<file path="config.mk">
export PLATFORM = sky130hd
export DESIGN_NAME = inst_encoder
export DESIGN_NICKNAME = d
export VERILOG_FILES = /design/src/rtl/inst_encoder.sv
export SDC_FILE = /design/constraint.sdc
export NUM_CORES = 1
export LEC_CHECK = 0
export CORE_AREA = 2 2 185 187
export DETAILED_ROUTE_END_ITERATION = 8
export DIE_AREA = 0 0 187 189
export GPL_TIMING_DRIVEN = 0
export HOLD_SLACK_MARGIN = 0.08
export PLACE_DENSITY = 0.83
export SLEW_MARGIN = 20
export SYNTH_ARGS = -nofsm -noshare
export SYNTH_HDL_FRONTEND = slang
export SYNTH_SLANG_ARGS = --single-unit
</file>
<file path="constraint.sdc">
create_clock -name clk -period 4.1 [get_ports clk]
set_input_delay 1.025 -clock clk [delete_from_list [all_inputs] [get_ports clk]]
set_output_delay 1.025 -clock clk [all_outputs]
set_load 0.05 [all_outputs]
</file>
<file path="src/rtl/inst_encoder.sv">
// MIPS32 instruction encoder: turns symbolic requests into machine words,
// tags each word with a sequential byte address and streams them from a FIFO.
module inst_encoder #(
    parameter int DEPTH = 4,
    parameter int CNT_W = 8
) (
    input  logic                       clk,
    input  logic                       rst,
    input  logic                       load_base,
    input  logic [31:0]                base_addr,
    input  logic                       in_valid,
    output logic                       in_ready,
    input  logic [5:0]                 in_op,
    input  logic [4:0]                 in_rs,
    input  logic [4:0]                 in_rt,
    input  logic [4:0]                 in_rd,
    input  logic [31:0]                in_imm,
    output logic                       out_valid,
    input  logic                       out_ready,
    output logic [31:0]                out_word,
    output logic [31:0]                out_addr,
    output logic [$clog2(DEPTH):0]     level,
    output logic                       err_illegal,
    output logic [CNT_W-1:0]           illegal_cnt
);
    localparam int AW = $clog2(DEPTH);
    localparam int LW = AW + 1;

    localparam logic [5:0] F_SLL = 6'h00, F_SRL = 6'h02, F_SRA = 6'h03, F_SLLV = 6'h04;
    localparam logic [5:0] F_SRLV = 6'h06, F_SRAV = 6'h07, F_JR = 6'h08, F_MFHI = 6'h10;
    localparam logic [5:0] F_MFLO = 6'h12, F_MULT = 6'h18, F_MULTU = 6'h19, F_DIV = 6'h1A;
    localparam logic [5:0] F_DIVU = 6'h1B, F_ADD = 6'h20, F_ADDU = 6'h21, F_SUB = 6'h22;
    localparam logic [5:0] F_SUBU = 6'h23, F_AND = 6'h24, F_OR = 6'h25, F_XOR = 6'h26;
    localparam logic [5:0] F_NOR = 6'h27, F_SLT = 6'h2A, F_SLTU = 6'h2B;
    localparam logic [5:0] OP_JAL = 6'h03, OP_BEQ = 6'h04, OP_BNE = 6'h05, OP_ADDI = 6'h08;
    localparam logic [5:0] OP_ADDIU = 6'h09, OP_SLTI = 6'h0A, OP_ANDI = 6'h0C, OP_ORI = 6'h0D;
    localparam logic [5:0] OP_XORI = 6'h0E, OP_LUI = 6'h0F, OP_LB = 6'h20, OP_LH = 6'h21;
    localparam logic [5:0] OP_LW = 6'h23, OP_LBU = 6'h24, OP_LHU = 6'h25, OP_SB = 6'h28;
    localparam logic [5:0] OP_SH = 6'h29, OP_SW = 6'h2B;

    function automatic logic [31:0] r_word(input logic [4:0] rs, input logic [4:0] rt,
                                           input logic [4:0] rd, input logic [4:0] sh,
                                           input logic [5:0] fn);
        return {6'd0, rs, rt, rd, sh, fn};
    endfunction

    function automatic logic [31:0] i_word(input logic [5:0] op, input logic [4:0] rs,
                                           input logic [4:0] rt, input logic [15:0] imm);
        return {op, rs, rt, imm};
    endfunction

    logic [31:0] enc_w0, enc_w1;
    logic        enc_legal, enc_two;

    always_comb begin
        enc_w0    = '0;
        enc_w1    = '0;
        enc_legal = 1'b1;
        enc_two   = 1'b0;
        case (in_op)
            6'd0:  enc_w0 = r_word(5'd0, in_rt, in_rd, in_imm[4:0], F_SLL);
            6'd1:  enc_w0 = r_word(5'd0, in_rt, in_rd, in_imm[4:0], F_SRL);
            6'd2:  enc_w0 = r_word(5'd0, in_rt, in_rd, in_imm[4:0], F_SRA);
            6'd3:  enc_w0 = r_word(in_rs, in_rt, in_rd, 5'd0, F_SLLV);
            6'd4:  enc_w0 = r_word(in_rs, in_rt, in_rd, 5'd0, F_SRLV);
            6'd5:  enc_w0 = r_word(in_rs, in_rt, in_rd, 5'd0, F_SRAV);
            6'd6:  enc_w0 = r_word(in_rs, 5'd0, 5'd0, 5'd0, F_JR);
            6'd7:  enc_w0 = r_word(5'd0, 5'd0, in_rd, 5'd0, F_MFHI);
            6'd8:  enc_w0 = r_word(5'd0, 5'd0, in_rd, 5'd0, F_MFLO);
            6'd9:  enc_w0 = r_word(in_rs, in_rt, 5'd0, 5'd0, F_MULT);
            6'd10: enc_w0 = r_word(in_rs, in_rt, 5'd0, 5'd0, F_MULTU);
            6'd11: enc_w0 = r_word(in_rs, in_rt, 5'd0, 5'd0, F_DIV);
            6'd12: enc_w0 = r_word(in_rs, in_rt, 5'd0, 5'd0, F_DIVU);
            6'd13: enc_w0 = r_word(in_rs, in_rt, in_rd, 5'd0, F_ADD);
            6'd14: enc_w0 = r_word(in_rs, in_rt, in_rd, 5'd0, F_ADDU);
            6'd15: enc_w0 = r_word(in_rs, in_rt, in_rd, 5'd0, F_SUB);
            6'd16: enc_w0 = r_word(in_rs, in_rt, in_rd, 5'd0, F_SUBU);
            6'd17: enc_w0 = r_word(in_rs, in_rt, in_rd, 5'd0, F_AND);
            6'd18: enc_w0 = r_word(in_rs, in_rt, in_rd, 5'd0, F_OR);
            6'd19: enc_w0 = r_word(in_rs, in_rt, in_rd, 5'd0, F_XOR);
            6'd20: enc_w0 = r_word(in_rs, in_rt, in_rd, 5'd0, F_NOR);
            6'd21: enc_w0 = r_word(in_rs, in_rt, in_rd, 5'd0, F_SLT);
            6'd22: enc_w0 = r_word(in_rs, in_rt, in_rd, 5'd0, F_SLTU);
            6'd23: enc_w0 = {OP_JAL, in_imm[25:0]};
            6'd24: enc_w0 = i_word(OP_BEQ, in_rs, in_rt, in_imm[15:0]);
            6'd25: enc_w0 = i_word(OP_BNE, in_rs, in_rt, in_imm[15:0]);
            6'd26: enc_w0 = i_word(OP_ADDI, in_rs, in_rt, in_imm[15:0]);
            6'd27: enc_w0 = i_word(OP_ADDIU, in_rs, in_rt, in_imm[15:0]);
            6'd28: enc_w0 = i_word(OP_SLTI, in_rs, in_rt, in_imm[15:0]);
            6'd29: enc_w0 = i_word(OP_ANDI, in_rs, in_rt, in_imm[15:0]);
            6'd30: enc_w0 = i_word(OP_ORI, in_rs, in_rt, in_imm[15:0]);
            6'd31: enc_w0 = i_word(OP_XORI, in_rs, in_rt, in_imm[15:0]);
            6'd32: enc_w0 = i_word(OP_LUI, 5'd0, in_rt, in_imm[15:0]);
            6'd33: enc_w0 = i_word(OP_LB, in_rs, in_rt, in_imm[15:0]);
            6'd34: enc_w0 = i_word(OP_LH, in_rs, in_rt, in_imm[15:0]);
            6'd35: enc_w0 = i_word(OP_LW, in_rs, in_rt, in_imm[15:0]);
            6'd36: enc_w0 = i_word(OP_LBU, in_rs, in_rt, in_imm[15:0]);
            6'd37: enc_w0 = i_word(OP_LHU, in_rs, in_rt, in_imm[15:0]);
            6'd38: enc_w0 = i_word(OP_SB, in_rs, in_rt, in_imm[15:0]);
            6'd39: enc_w0 = i_word(OP_SH, in_rs, in_rt, in_imm[15:0]);
            6'd40: enc_w0 = i_word(OP_SW, in_rs, in_rt, in_imm[15:0]);
            6'd41: begin
                // LI: LUI of the upper half, then ORI of the lower half into the same rt
                enc_w0  = i_word(OP_LUI, 5'd0, in_rt, in_imm[31:16]);
                enc_w1  = i_word(OP_ORI, in_rt, in_rt, in_imm[15:0]);
                enc_two = 1'b1;
            end
            default: enc_legal = 1'b0;
        endcase
    end

    logic [31:0]      word_q [DEPTH];
    logic [31:0]      word_d [DEPTH];
    logic [31:0]      addr_q [DEPTH];
    logic [31:0]      addr_d [DEPTH];
    logic [AW-1:0]    wr_ptr_q, wr_ptr_d, rd_ptr_q, rd_ptr_d;
    logic [LW-1:0]    level_q, level_d;
    logic [31:0]      cnt_q, cnt_d;
    logic             err_q, err_d;
    logic [CNT_W-1:0] ill_cnt_q, ill_cnt_d;
    logic             accept, pop;
    logic [1:0]       push_n;
    logic [31:0]      first_addr;

    // Room for two words is required so an LI can always be accepted whole.
    assign in_ready  = ~rst & (level_q <= LW'(DEPTH - 2));
    assign out_valid = (level_q != '0);
    assign out_word  = out_valid ? word_q[rd_ptr_q] : '0;
    assign out_addr  = out_valid ? addr_q[rd_ptr_q] : '0;
    assign level       = level_q;
    assign err_illegal = err_q;
    assign illegal_cnt = ill_cnt_q;

    always_comb begin
        accept     = in_valid & in_ready;
        pop        = out_valid & out_ready;
        push_n     = (accept & enc_legal) ? (enc_two ? 2'd2 : 2'd1) : 2'd0;
        first_addr = load_base ? base_addr : cnt_q;
        word_d     = word_q;
        addr_d     = addr_q;
        if (push_n != 2'd0) begin
            word_d[wr_ptr_q] = enc_w0;
            addr_d[wr_ptr_q] = first_addr;
        end
        if (push_n == 2'd2) begin
            word_d[wr_ptr_q + AW'(1)] = enc_w1;
            addr_d[wr_ptr_q + AW'(1)] = first_addr + 32'd4;
        end
        wr_ptr_d  = wr_ptr_q + AW'(push_n);
        rd_ptr_d  = rd_ptr_q + AW'(pop);
        level_d   = level_q + LW'(push_n) - LW'(pop);
        cnt_d     = first_addr + (32'(push_n) << 2);
        err_d     = err_q;
        ill_cnt_d = ill_cnt_q;
        if (accept & ~enc_legal) begin
            err_d = 1'b1;
            if (ill_cnt_q != '1) ill_cnt_d = ill_cnt_q + CNT_W'(1);
        end
    end

    always_ff @(posedge clk) begin
        if (rst) begin
            for (int i = 0; i < DEPTH; i++) begin
                word_q[i] <= '0;
                addr_q[i] <= '0;
            end
            wr_ptr_q  <= '0;
            rd_ptr_q  <= '0;
            level_q   <= '0;
            cnt_q     <= '0;
            err_q     <= 1'b0;
            ill_cnt_q <= '0;
        end else begin
            word_q    <= word_d;
            addr_q    <= addr_d;
            wr_ptr_q  <= wr_ptr_d;
            rd_ptr_q  <= rd_ptr_d;
            level_q   <= level_d;
            cnt_q     <= cnt_d;
            err_q     <= err_d;
            ill_cnt_q <= ill_cnt_d;
        end
    end
endmodule

</file>
==> impl_metrics.yaml <==
worst_hold_path:
  holdCritStartpoint: "word_q[63]"
  worstHoldPathType: "flip-flop to flip-flop"
logic_synthesis:
  synth_xor_area_share_pct: 3.20
  synthesis.yosys.warnings: 0
  synthesis.area_per_instance_um2: 8.51
  synth-seq-area-share_pct: 37.0
  synth_top_flop_cell: "sky130_fd_sc_hd__dfxtp_1"
  synthesized_netlist_cell_count: 1932
  post_synth_fa_ha_maj_area_fraction_pct: 0.929
  synth-compound-area-share_pct: 22.1
  combinational_family_with_the_most_area_after_synthesis: "compound AO/OA/AOI/OAI gates"
  synth-edff-count: 0
  ys_seq_elements: 304
  synth_cell_type_count: 67
  postSynth.asyncResetShare_pct: 0
  synth-simple-area-share_pct: 20.8
  synth_area_um2: 16400
  synth_nets: 2033
  synth.mux.area_fraction_pct: 11.4
status:
  status: "finished with violations"
  violated_checks: "DRC, setup timing"
global_routing:
  grt_pass1_wl_mm: 106
  track_usage_pct: 39.0
  number_of_global_route_vias_before_repair: 17272
  grt_start_max_net_pins: 13
  initial_antenna_violation_count: 2
  overflow: 0
die:
  placeableCoreArea_um2: 33300
  die_height_um: 189
  floorplan.initialDensity_pct: 49.4
  number_of_top_level_design_ports: 168
  fp-row-count: 67
  die_x_um: 187
  floorplan.die_area_um2: 35300
routing:
  routed-via-count: 18068
  drc: 10
  finalWirelength_mm: 71.3
  routed_wire_length_per_instance_um: 27.4
  ant_nets: 0
  drtIter0Drc: 3138
  drt-pass1-iter-count: 9
  vias_per_cell: 6.95
timing:
  worst-slew-pin-transition_ns: 1.17
  final_critical_path_setup_slack_ns: -0.0584
  hold_viol_final: 0
  setup_total_negative_slack_ns: -0.271
  peak_freq_mhz: 240
  tmin_final_ns: 4.16
  finalHoldWorstSlack_ns: 0.468
  setup_violations: 6
  timing.clock.skew_ns: 0.0159
  slew_headroom_pct: 21.1
  period_share_pct: 101
  finalMaxSlewViolations: 0
power_and_ir_drop:
  vdd.ir_drop.worst_mv: 0.296
  swShare_pct: 34.8
  power.static_leakage_nw: 7.12
  total_switching_power_mw: 3.04
  clockPowerShare_pct: 34.7
  cell_internal_pwr_mw: 5.71
  finalPower_mw: 8.75
  sequential_power_share_pct: 36.2
  p_per_area_nw_per_um2: 441
  share_comb_of_total_power_pct: 29.1
cts:
  clk_path_buf_depth: 3
  cts_tree: "done"
  clk_root_buffer_cell: "sky130_fd_sc_hd__clkbuf_16"
  tritoncts.num_buffers: 35
  clock_latency_ns: 0.53
  cts_num_sinks: 304
  cts.reportedPaths.clkPinSlew_ns: 0.05
  ctsHoldBuffers: 0
  htreeDepth: 2
worst_setup_path:
  largest_driver_fanout_on_the_critical_path: 10
  timing.critical_path.to_type: "primary output"
  worst-endpoint-arrival_ns: 3.13
  path_class: "flip-flop to primary output"
  rr_startpoint: "level[1]"
  startpoint_type: "flip-flop"
  worst-endpoint-required_ns: 3.07
  timing.critical_path.from: "level[2]"
layout:
  register_area_um2: 6090
  areaGrowthSynthToFinish_pct: 20.8
  finalCoreUtilization_pct: 59.7
  number_of_fill_cells: 2897
  nets: 2234
  multiInputGateArea_um2: 9680
  antenna_cells: 0
  fraction_of_final_layout_cells_sized_beyond_drive_strength_1_pct: 9.52
placed_design:
  portBuffers: 162
  gp_congestion: 1.01
  detailedPlacementHpwl_mm: 51.3
flow_run:
  maxCapViolCount: 0
-- worst paths after layout --
path	slack (ns)	to	depth (start not counted)
setup / recovery	-0.06	out_addr[6]	5
hold / removal	0.47	word_q[63]	2
setup reg to reg	0.62	word_q[74]	9
hold reg to reg	0.47	word_q[63]	2
-- worst max-delay path: stages (launching register included) --
cell                              delay (ns)
sky130_fd_sc_hd__dfxtp_1                0.39
sky130_fd_sc_hd__or3_1                  0.47
sky130_fd_sc_hd__clkbuf_2               0.37
sky130_fd_sc_hd__clkbuf_2               0.38
sky130_fd_sc_hd__and2_1                 0.18
sky130_fd_sc_hd__clkdlybuf4s50_1        0.80
-- routing by layer --
metal	GRT usage, %	routed length, um	part of all wire (%)
met1	50.1	26000	36
met3	11.8	10800	15
met4	22.2	4620	6.5
met2	58.2	29800	42
met5	0.824	11	0.015
-- synth_stat cells, types with 21 or more instances --
master / number / area, um2
sky130_fd_sc_hd__and2_1: 74 / 463
sky130_fd_sc_hd__mux4_2: 64 / 1440
sky130_fd_sc_hd__a21oi_1: 178 / 891
sky130_fd_sc_hd__clkbuf_1: 137 / 514
sky130_fd_sc_hd__o21ai_0: 90 / 450
sky130_fd_sc_hd__nor3_1: 48 / 240
sky130_fd_sc_hd__o211ai_1: 34 / 255
sky130_fd_sc_hd__a211oi_1: 27 / 203
sky130_fd_sc_hd__xor2_1: 27 / 236
sky130_fd_sc_hd__and3_1: 21 / 131
sky130_fd_sc_hd__o221ai_1: 54 / 473
sky130_fd_sc_hd__nor2_1: 216 / 811
sky130_fd_sc_hd__nand2_1: 166 / 623
sky130_fd_sc_hd__nand3_1: 60 / 300
sky130_fd_sc_hd__mux2i_1: 33 / 330
sky130_fd_sc_hd__dfxtp_1: 304 / 6090
sky130_fd_sc_hd__o22ai_1: 51 / 319
sky130_fd_sc_hd__inv_1: 22 / 82.6
sky130_fd_sc_hd__xnor2_1: 33 / 289
-- sequential cells by signal, summed over array words and instances (netlist names) --
signal       cells
illegal_cnt      8
level            3
err_illegal      1
cnt_q           32
rd_ptr_q         2
word_q         128
wr_ptr_q         2
addr_q         128
-- stage by stage --
step	setup slack, ns	cells	area (um2)
after floorplan	0.0441	1932	16400
after global placement	-1.28	2542	18600
after detailed placement	-1.34	2543	18600
after CTS	0.0220	2600	19800
after global routing	-0.00273	2601	19900
final	-0.0584	2601	19900
-- cell type report --
type                            instances  area share [%]
Multi-Input combinational cell       1437            48.7
Sequential cell                       304            30.6
Timing Repair Buffer                  166            8.32
Clock buffer                           52            5.25
Buffer                                167            3.64
Tap cell                              448            2.82
Inverter                               22           0.416
Clock inverter                          5           0.158
-- kinds of logic (layout without fill, tap and decap cells) --
kind of cell / after synthesis / in the layout
flip-flops: 304 / 304
AO/OA/AOI/OAI: 555 / 555
adder cells (fa/ha/maj): 11 / 11
AND/OR/NAND/NOR: 705 / 705
XOR/XNOR: 60 / 60
buffers and inverters: 191 / 412
multiplexers: 106 / 106
-- power by group through the flow --
stage / combinational (mW) / clock [mW] / sequential, mW
after floorplan: 1.49 / 0 / 3.26
after global placement: 2.38 / 0 / 3.22
after detailed placement: 2.42 / 0 / 3.23
after CTS: 2.46 / 2.99 / 3.16
after global routing: 2.64 / 3.10 / 3.18
final: 2.55 / 3.04 / 3.17
-- cell usage in the layout, fill, tap and decap left out, drive strengths merged, types with 11 or more instances in the layout --
cell,synthesis,final
a211oi,27,27
a21oi,178,178
a22oi,16,16
and2,74,74
and3,21,21
buf,32,35
clkbuf,137,188
clkdlybuf4s50,0,144
dfxtp,304,304
dlygate4sd2,0,11
inv,22,22
mux2i,33,33
mux4,64,64
nand2,167,167
nand2b,14,14
nand3,61,61
nand3b,19,19
nand4,18,18
nor2,216,216
nor2b,15,15
nor3,49,49
nor4,16,16
o211ai,34,34
o21a,13,13
o21ai,90,90
o221ai,54,54
o22ai,51,51
o32ai,15,15
or3,11,11
xnor2,33,33
xor2,27,27
-- what timing repair did --
action,4_1_cts,5_1_grt
setup endpoints to repair,165,107
buffers inserted,1,2
endpoints found under the hold margin,0,0
pin swaps,0,2
gates resized for setup,63,31
Power figures use the tool's default switching activity.
